### config.mk
export PLATFORM = sky130hd
export DESIGN_NAME = inst_fetch
export DESIGN_NICKNAME = d
export VERILOG_FILES = /design/src/rtl/inst_fetch.sv
export SDC_FILE = /design/constraint.sdc
export NUM_CORES = 1
export LEC_CHECK = 0
export BUFFER_PORTS_ARGS = -buffer_cell sky130_fd_sc_hd__buf_2
export CAP_MARGIN = 15
export CORE_MARGIN = 3
export CORE_UTILIZATION = 56
export CTS_CLUSTER_DIAMETER = 40
export DETAILED_ROUTE_END_ITERATION = 8
export PLACE_DENSITY = 0.85
export SLEW_MARGIN = 25
export SYNTH_ARGS = -nofsm -noshare
export SYNTH_HDL_FRONTEND = slang
export SYNTH_SLANG_ARGS = --single-unit
### constraint.sdc
create_clock -name clk -period 4 [get_ports clk]
set_input_delay 0.2 -clock clk [delete_from_list [all_inputs] [get_ports clk]]
set_output_delay 0.2 -clock clk [all_outputs]
set_load 0.005 [all_outputs]
### src/rtl/inst_fetch.sv
`default_nettype none
// ============================================================================
// Module      : inst_fetch
// Description : Single-outstanding instruction fetch unit with redirect and
//               stale-response discard. Optional macro IFU_MISALIGN_CHK_EN
//               turns misaligned redirect targets into fetch faults.
// Revision    : 1.0 - initial release
// ============================================================================
module inst_fetch #(
    parameter logic [31:0] RESET_PC = 32'h8000_0000
) (
    input  logic        clk,
    input  logic        rst,
    output logic        imem_req_valid,
    input  logic        imem_req_ready,
    output logic [31:0] imem_req_addr,
    input  logic        imem_rsp_valid,
    input  logic [31:0] imem_rsp_data,
    input  logic        imem_rsp_err,
    input  logic        redirect_valid,
    input  logic [31:0] redirect_pc,
    output logic        inst_valid,
    input  logic        inst_ready,
    output logic [31:0] inst_out,
    output logic [31:0] inst_pc,
    output logic        fetch_err
);

    localparam logic [1:0] c_ST_REQ  = 2'd0;
    localparam logic [1:0] c_ST_WAIT = 2'd1;
    localparam logic [1:0] c_ST_OUT  = 2'd2;

    logic [1:0]  r_state,   w_state_nxt;
    logic [31:0] r_pc,      w_pc_nxt;
    logic [31:0] r_tgt,     w_tgt_nxt;
    logic [31:0] r_inst,    w_inst_nxt;
    logic [31:0] r_inst_pc, w_inst_pc_nxt;
    logic        r_err,     w_err_nxt;
    logic        r_pend,    w_pend_nxt;
    logic        r_discard, w_discard_nxt;

    logic [31:0] w_redir_tgt;
    logic        w_goto;
    logic [31:0] w_goto_pc;
    logic        w_goto_mis;

`ifdef IFU_MISALIGN_CHK_EN
    assign w_redir_tgt = redirect_pc;
    assign w_goto_mis  = (w_goto_pc[1:0] != 2'b00);
`else
    assign w_redir_tgt = redirect_pc & 32'hFFFF_FFFC;
    assign w_goto_mis  = 1'b0;
`endif

    always_comb begin
        w_state_nxt   = r_state;
        w_pc_nxt      = r_pc;
        w_tgt_nxt     = r_tgt;
        w_inst_nxt    = r_inst;
        w_inst_pc_nxt = r_inst_pc;
        w_err_nxt     = r_err;
        w_pend_nxt    = r_pend;
        w_discard_nxt = r_discard;
        w_goto        = 1'b0;
        w_goto_pc     = r_tgt;

        case (r_state)
            c_ST_REQ: begin
                if (imem_req_ready) begin
                    // A redirect seen before or at acceptance poisons this response
                    w_state_nxt = c_ST_WAIT;
                    w_pend_nxt  = 1'b0;
                    if (redirect_valid) begin
                        w_discard_nxt = 1'b1;
                        w_tgt_nxt     = w_redir_tgt;
                    end else if (r_pend) begin
                        w_discard_nxt = 1'b1;
                    end
                end else if (redirect_valid) begin
                    w_pend_nxt = 1'b1;
                    w_tgt_nxt  = w_redir_tgt;
                end
            end
            c_ST_WAIT: begin
                if (redirect_valid) begin
                    w_discard_nxt = 1'b1;
                    w_tgt_nxt     = w_redir_tgt;
                end
                if (imem_rsp_valid) begin
                    if (redirect_valid || r_discard) begin
                        w_discard_nxt = 1'b0;
                        w_goto        = 1'b1;
                        w_goto_pc     = redirect_valid ? w_redir_tgt : r_tgt;
                    end else begin
                        w_state_nxt   = c_ST_OUT;
                        w_inst_nxt    = imem_rsp_err ? 32'h0000_0000 : imem_rsp_data;
                        w_err_nxt     = imem_rsp_err;
                        w_inst_pc_nxt = r_pc;
                    end
                end
            end
            c_ST_OUT: begin
                if (redirect_valid) begin
                    w_goto    = 1'b1;
                    w_goto_pc = w_redir_tgt;
                end else if (inst_ready) begin
                    w_state_nxt = c_ST_REQ;
                    w_pc_nxt    = r_pc + 32'd4;
                end
            end
            default: begin
                w_state_nxt = c_ST_REQ;
            end
        endcase

        // Misaligned targets skip memory and present a fault directly
        if (w_goto) begin
            if (w_goto_mis) begin
                w_state_nxt   = c_ST_OUT;
                w_inst_nxt    = 32'h0000_0000;
                w_err_nxt     = 1'b1;
                w_inst_pc_nxt = w_goto_pc;
                w_pc_nxt      = w_goto_pc & 32'hFFFF_FFFC;
            end else begin
                w_state_nxt = c_ST_REQ;
                w_pc_nxt    = w_goto_pc;
            end
        end
    end

    always_ff @(posedge clk) begin
        if (rst) begin
            r_state   <= c_ST_REQ;
            r_pc      <= RESET_PC;
            r_tgt     <= RESET_PC;
            r_inst    <= 32'h0000_0000;
            r_inst_pc <= 32'h0000_0000;
            r_err     <= 1'b0;
            r_pend    <= 1'b0;
            r_discard <= 1'b0;
        end else begin
            r_state   <= w_state_nxt;
            r_pc      <= w_pc_nxt;
            r_tgt     <= w_tgt_nxt;
            r_inst    <= w_inst_nxt;
            r_inst_pc <= w_inst_pc_nxt;
            r_err     <= w_err_nxt;
            r_pend    <= w_pend_nxt;
            r_discard <= w_discard_nxt;
        end
    end

    assign imem_req_valid = (r_state == c_ST_REQ) && !rst;
    assign imem_req_addr  = r_pc;
    assign inst_valid     = (r_state == c_ST_OUT);
    assign inst_out       = r_inst;
    assign inst_pc        = r_inst_pc;
    assign fetch_err      = r_err;

endmodule
`default_nettype wire

==> results_dict.tcl, run 1 <==
set metrics [dict create \
    clkPwrFrac 0.365 \
    synth_cells 702 \
    fp.dieH_um 107 \
    fmax_mhz 338 \
    cts_max_level 4 \
    drc 0 \
    slowest_delay_ns 0.58 \
    cts_buffer_depth 2 \
    r2r_cells 8 \
    grt_pass1_vias 5803 \
    final_nets 975 \
    hold_viol 0 \
    dpl-instance-area_um2 6590 \
    cp.arrival_ns 3.32 \
    p_switching_mw 1.26 \
    cap_violations 0 \
    ir_worst_vdd_uv 333 \
    path_cells "inv_1 > ha_1 > a21o_1 > and2_1 > o21ai_2 > buf_4 > a221oi_1 > nor4_1" \
    final_common_cell "nand2_1" \
    setup_viol 0 \
    yosysTopAreaCell "dfxtp_1" \
    syn-num-nets 778 \
    ctsRootBufferMaster "clkbuf_8" \
    final_core_util 0.789 \
    io_buffers 167 \
    yosysWarnings 0 \
    ys_seq_area_frac 0.463 \
    cts_resized 0 \
    cp_max_fo 28 \
    area_growth_pct 35.4 \
    met1_length_um 7140 \
    final_cell_mix "nand2_1, buf_2, dfxtp_1" \
    worstMarginPinSlew_ns 0.923 \
    num_vias 6109 \
    min_period_ns 2.96 \
    r2r_start "r_state[1]" \
    avgSynthCellArea_um2 8.20 \
    antenna_found_initial 0 \
    status "finished, final reports clean" \
    p_leak_nw 3.14 \
    ys_ff_latch 133 \
    critPathRequiredTime_ns 4.36 \
    slew_viol_final 0 \
    rsz0062_at_grt "no" \
    cts_buffers 17 \
    worstSetupPathType "register to register" \
    pwr-share-seq 0.400 \
    reg2reg_slack_ns 1.04 \
    totalWireLength_um 18300 \
    die_area_um2 11500 \
    combPwrFrac 0.234 \
    post-route-period-util 0.739 \
    core_area_um2 9860 \
    p_int_mw 2.73 \
    drtIter0Drc 683 \
    cts.clk_slew.worst_paths_ns 0.05 \
    power_density_nw_per_um2 512 \
    grt_pass1_wl_um 28800 \
    synth_area_um2 5750 \
    dr.pass1.iters 5 \
    clkLatencyLatePin_ns 0.53 \
    grt_overflow 0 \
    viasPerCell 5.87 \
    skew_ns 0.00508 \
    ys_types 48 \
    hpwl_um 11200 \
    reg2reg_to "imem_req_addr[24]" \
    grt_max_degree 92 \
    synthFlopType "dfxtp_1" \
    hold_path_class "input port to register" \
    ys_async_sr_fraction 0 \
    final_cell_area_um2 7790 \
    min_from "redirect_valid" \
    highest_layer "met4" \
    initial_utilization 0.583 \
    setup_tns_ns 0 \
    critPathLaunchType "register" \
    gp_congestion 0.937 \
    synth_edf_count 0 \
    met2_length_um 8680 \
    track_usage 0.316 \
    critPathSlowestCell "and2_1" \
    tritoncts "done" \
    diodes 0 \
    end_kind "register" \
    pin_count 170 \
    relSlewSlack 0.385 \
    min_to "r_pend" \
    drt-wirelength-per-cell_um 17.6 \
    rows 36 \
    cts_sinks 133 \
    synth_top_area_share 0.463 \
    antenna_left 0 \
    ys_top_cells_by_area "dfxtp_1, nand2_1, a21oi_1" \
    final_layout_size_suffix_gt1_frac 0.232 \
    dieWidth_um 107 \
    whs_path_depth 3 \
    switching_share 0.316 \
    wl_met3_um 1880 \
]
## kinds of logic (layout without fill, tap and decap cells)
family	after synthesis	after routing	share of synthesized area
muxes	3	3	0.00544
xor gates and xnor gates	24	24	0.0365
AOI/OAI and AO/OA	181	181	0.192
and+or+nand+nor	290	290	0.248
buffers and inverters	66	272	0.0446
adders and majority gates	5	5	0.0109
DFF	133	133	0.463
## power groups by stage
| stage | registers, mW | logic [mW] | clock network [mW] |
|---|---|---|---|
| after floorplan | 1.59 | 0.581 | 0 |
| after global placement | 1.60 | 0.812 | 0 |
| after detailed placement | 1.61 | 0.853 | 0 |
| after CTS | 1.59 | 0.906 | 1.47 |
| after global routing | 1.61 | 1.02 | 1.52 |
| final | 1.60 | 0.934 | 1.46 |
## through the flow
| stage | instances | hold WS, ns | setup slack (ns) | power, mW |
|---|---|---|---|---|
| 4_1_cts | 1041 | 0.111 | 1.12 | 3.96 |
| 5_1_grt | 1041 | 0.179 | 0.895 | 4.15 |
| 2_1_floorplan | 702 | 0.300 | 1.68 | 2.17 |
| 3_3_place_gp | 949 | 0.424 | 1.27 | 2.41 |
| 3_5_place_dp | 949 | 0.424 | 1.14 | 2.47 |
| 6_report | 1041 | 0.144 | 1.04 | 3.99 |
## critical path: cells and delay by family, from the launching register on
kind / cells / cell delay (ns)
simple gates: 2 / 0.68
fa+ha+maj: 1 / 0.42
compound gates: 3 / 0.95
buf+inv: 2 / 0.42
flops: 1 / 0.32
## flip-flops by register name, indices dropped and copies added, names as in the netlist
register	flops
inst_out	32
inst_pc	32
r_discard	1
r_pend	1
imem_req_addr	32
fetch_err	1
r_state	2
r_tgt	32
## final cells by class
| type | count | area [um2] |
|---|---|---|
| clock buffer | 24 | 510 |
| multi-input combinational | 503 | 2860 |
| timing repair buffer | 235 | 1510 |
| clock inverter | 4 | 45.0 |
| fill | 620 | 2080 |
| tap | 133 | 166 |
| inverter | 9 | 33.8 |
| sequential | 133 | 2660 |
## how the worst max path moves through the flow
stage	to	from	slack (ns)	cells past startpoint
floorplan	imem_req_addr[21]	r_state[0]	1.68	9
global placement	imem_req_addr[31]	r_state[1]	1.27	8
detailed placement	imem_req_addr[31]	r_state[1]	1.14	8
CTS	imem_req_addr[31]	r_state[1]	1.12	8
global route	imem_req_addr[25]	r_state[1]	0.90	8
finish	imem_req_addr[24]	r_state[1]	1.04	8
## cells in the mapped netlist, types with 2 or more instances
cell type,number
nand2_1,178
dfxtp_1,133
a21oi_1,108
clkbuf_1,43
nand3b_1,34
xnor2_1,23
a211oi_1,20
a221oi_1,19
nor2_1,13
a22oi_1,12
buf_1,12
nand3_1,12
nor3_1,12
nor4_1,11
inv_1,9
nand4_1,6
o21ai_0,6
a21o_1,5
ha_1,5
and4_1,4
and3_1,3
mux2i_1,2
nand2b_1,2
nor2b_1,2
nor3b_1,2
nor4_4,2
o22ai_1,2
o31ai_1,2
## what timing repair did
item | 4_1_cts | 5_1_grt
hold endpoints to repair | 64 | 0
hold buffers | 64 | 0
setup buffers | 0 | 0
## metal layers
metal / GRT usage / up-vias
li1: - / 2847
met2: 0.505 / 387
met3: 0.0870 / 59
met1: 0.399 / 2816
met5: 0 / -
met4: 0.141 / 0
Note: power is estimated with default switching activity, not from simulation.
==> run 2, diff against run 1 <==
Settings changed: CORE_UTILIZATION 56 to 52, PLACE_DENSITY 0.85 to 0.79.
Clock period 4 ns to 3 ns, I/O delays scaled along.
==> run 2 against run 1 <==
Clock skew rose by 0.00095 ns. Maximum frequency up 23%. Via count shrank 1.0%. Sequential share of layout area down 0.58 points. Non-clock buffer count rose by 8. Final cell count grew 1.4%. Highest routed layer unchanged. Largest power group unchanged. Global-route usage decreased by 3.0 points. Critical path depth down 1.
==> results_dict.tcl, run 2 (synthesized netlist as in run 1, its figures left out) <==
set metrics [dict create \
    met1_usage 0.368 \
    fp.dieH_um 111 \
    combPwrFrac 0.235 \
    cts_buffers 17 \
    grt_max_degree 101 \
    dieWidth_um 111 \
    skew_ns 0.00603 \
    track_usage 0.286 \
    rsz0062_at_grt "no" \
    p_switching_mw 1.70 \
    min_period_ns 2.41 \
    regArea_um2 2660 \
    clkPwrFrac 0.382 \
    dpl-instance-area_um2 6670 \
    die_area_um2 12400 \
    fmax_mhz 415 \
    worstSetupPathType "register to register" \
    rows 37 \
    relSlewSlack 0.454 \
    totalWireLength_um 18100 \
    fillCellCount 721 \
    met3_usage 0.0693 \
    status "finished, final reports clean" \
    r2r_cells 7 \
    critPathRequiredTime_ns 3.42 \
    fin_cells 1056 \
    cts_sinks 133 \
    io_buffers 167 \
    ctsRootBufferMaster "clkbuf_8" \
    r2r_start "r_state[1]" \
    min_to "inst_out[23]" \
    cts.clk_slew.worst_paths_ns 0.06 \
    drc 0 \
    cts_resized 0 \
    antenna_found_initial 0 \
    path_cells "inv_1 > ha_1 > and3_1 > a21oi_1 > o21ai_0 > a21oi_1 > nor4_1" \
    top_usage_layer "met2" \
    ir_worst_vdd_uv 454 \
    core_area_um2 10600 \
    final_cell_area_um2 7920 \
    num_vias 6045 \
    p_int_mw 3.82 \
    cts_max_level 4 \
    hold_path_class "input port to register" \
    cp_max_fo 11 \
    dp_cells 960 \
    area_growth_pct 37.7 \
    antenna_left 0 \
    drtIter0Drc 563 \
    clkLatencyLatePin_ns 0.52 \
    slowest_delay_ns 0.66 \
    critPathTopFamily "compound AO/OA/AOI/OAI gates" \
    final_cell_mix "nand2_1, buf_2, dfxtp_1" \
    critPathLaunchType "register" \
    dr.pass1.iters 8 \
    pwr-share-seq 0.383 \
    grt_pass1_vias 5823 \
    p_leak_nw 3.21 \
    initial_utilization 0.545 \
    pin_count 170 \
    final_nets 983 \
    diodes 0 \
    reg2reg_to "imem_req_addr[25]" \
    met2_usage 0.473 \
    grt_pass1_wl_um 29000 \
    end_kind "register" \
    post-route-period-util 0.802 \
    cp.arrival_ns 2.83 \
    hpwl_um 11300 \
    grt_overflow 0 \
    final_layout_size_suffix_gt1_frac 0.239 \
    cap_violations 0 \
    slew_viol_final 0 \
    min_from "rst" \
    critPathSlowestCell "o21ai_0" \
    power_density_nw_per_um2 696 \
    drt-wirelength-per-cell_um 17.1 \
    cts_buffer_depth 2 \
    setup_tns_ns 0 \
    setup_viol 0 \
    tritoncts "done" \
    multiInputGateArea_um2 2850 \
    final_common_cell "nand2_1" \
    hold_viol 0 \
    reg2reg_slack_ns 0.59 \
    switching_share 0.308 \
    cp_common_cell "a21oi_1" \
    worstMarginPinSlew_ns 0.810 \
    critical_path_buf_inv_count 1 \
    viasPerCell 5.72 \
    gp_congestion 0.896 \
    whs_path_depth 2 \
]
run 2: layout make-up:
type,count,share of cell area
sequential,133,0.336
multi-input combinational,503,0.360
tap,136,0.0215
clock buffer,24,0.0619
inverter,9,0.00426
timing repair buffer,243,0.201
clock inverter,8,0.0152
run 2: repair_timing:
| action | CTS | global route |
|---|---|---|
| setup buffers | 0 | 0 |
| hold buffers | 64 | 0 |
| hold endpoints to repair | 64 | 0 |
run 2: worst max path at each step:
stage / from / to / slack (ns) / depth (start not counted)
after detailed placement: r_state[1] / imem_req_addr[31] / 0.68 / 7
after global placement: r_state[1] / inst_pc[14] / 0.77 / 6
after CTS: r_state[1] / imem_req_addr[31] / 0.67 / 7
final: r_state[1] / imem_req_addr[25] / 0.59 / 7
after global routing: r_state[1] / imem_req_addr[25] / 0.44 / 7
after floorplan: r_state[0] / imem_req_addr[21] / 0.68 / 9
run 2: power by group through the flow:
stage	combinational (mW)	sequential, mW	clock (mW)
after global routing	1.42	2.13	2.20
after global placement	1.16	2.13	0
after detailed placement	1.19	2.14	0
after CTS	1.27	2.10	2.12
after floorplan	0.775	2.11	0
final	1.30	2.11	2.11
run 2: routing by layer:
layer  up-vias  wire length (um)
li1       2874                 -
met1      2825              7390
met2       297              8730
met3        49              1520
met4         0               449
met5         -                 0
run 2: metrics by stage:
stage                     setup slack (ns)  hold slack, ns  power (mW)   util
after floorplan                      0.684           0.250        2.89      -
after CTS                            0.670          0.0367        5.49  0.751
after detailed placement             0.679           0.396        3.33  0.632
final                                0.593          0.0469        5.51  0.751
after global placement               0.774           0.373        3.28  0.632
after global routing                 0.440          0.0629        5.75  0.751
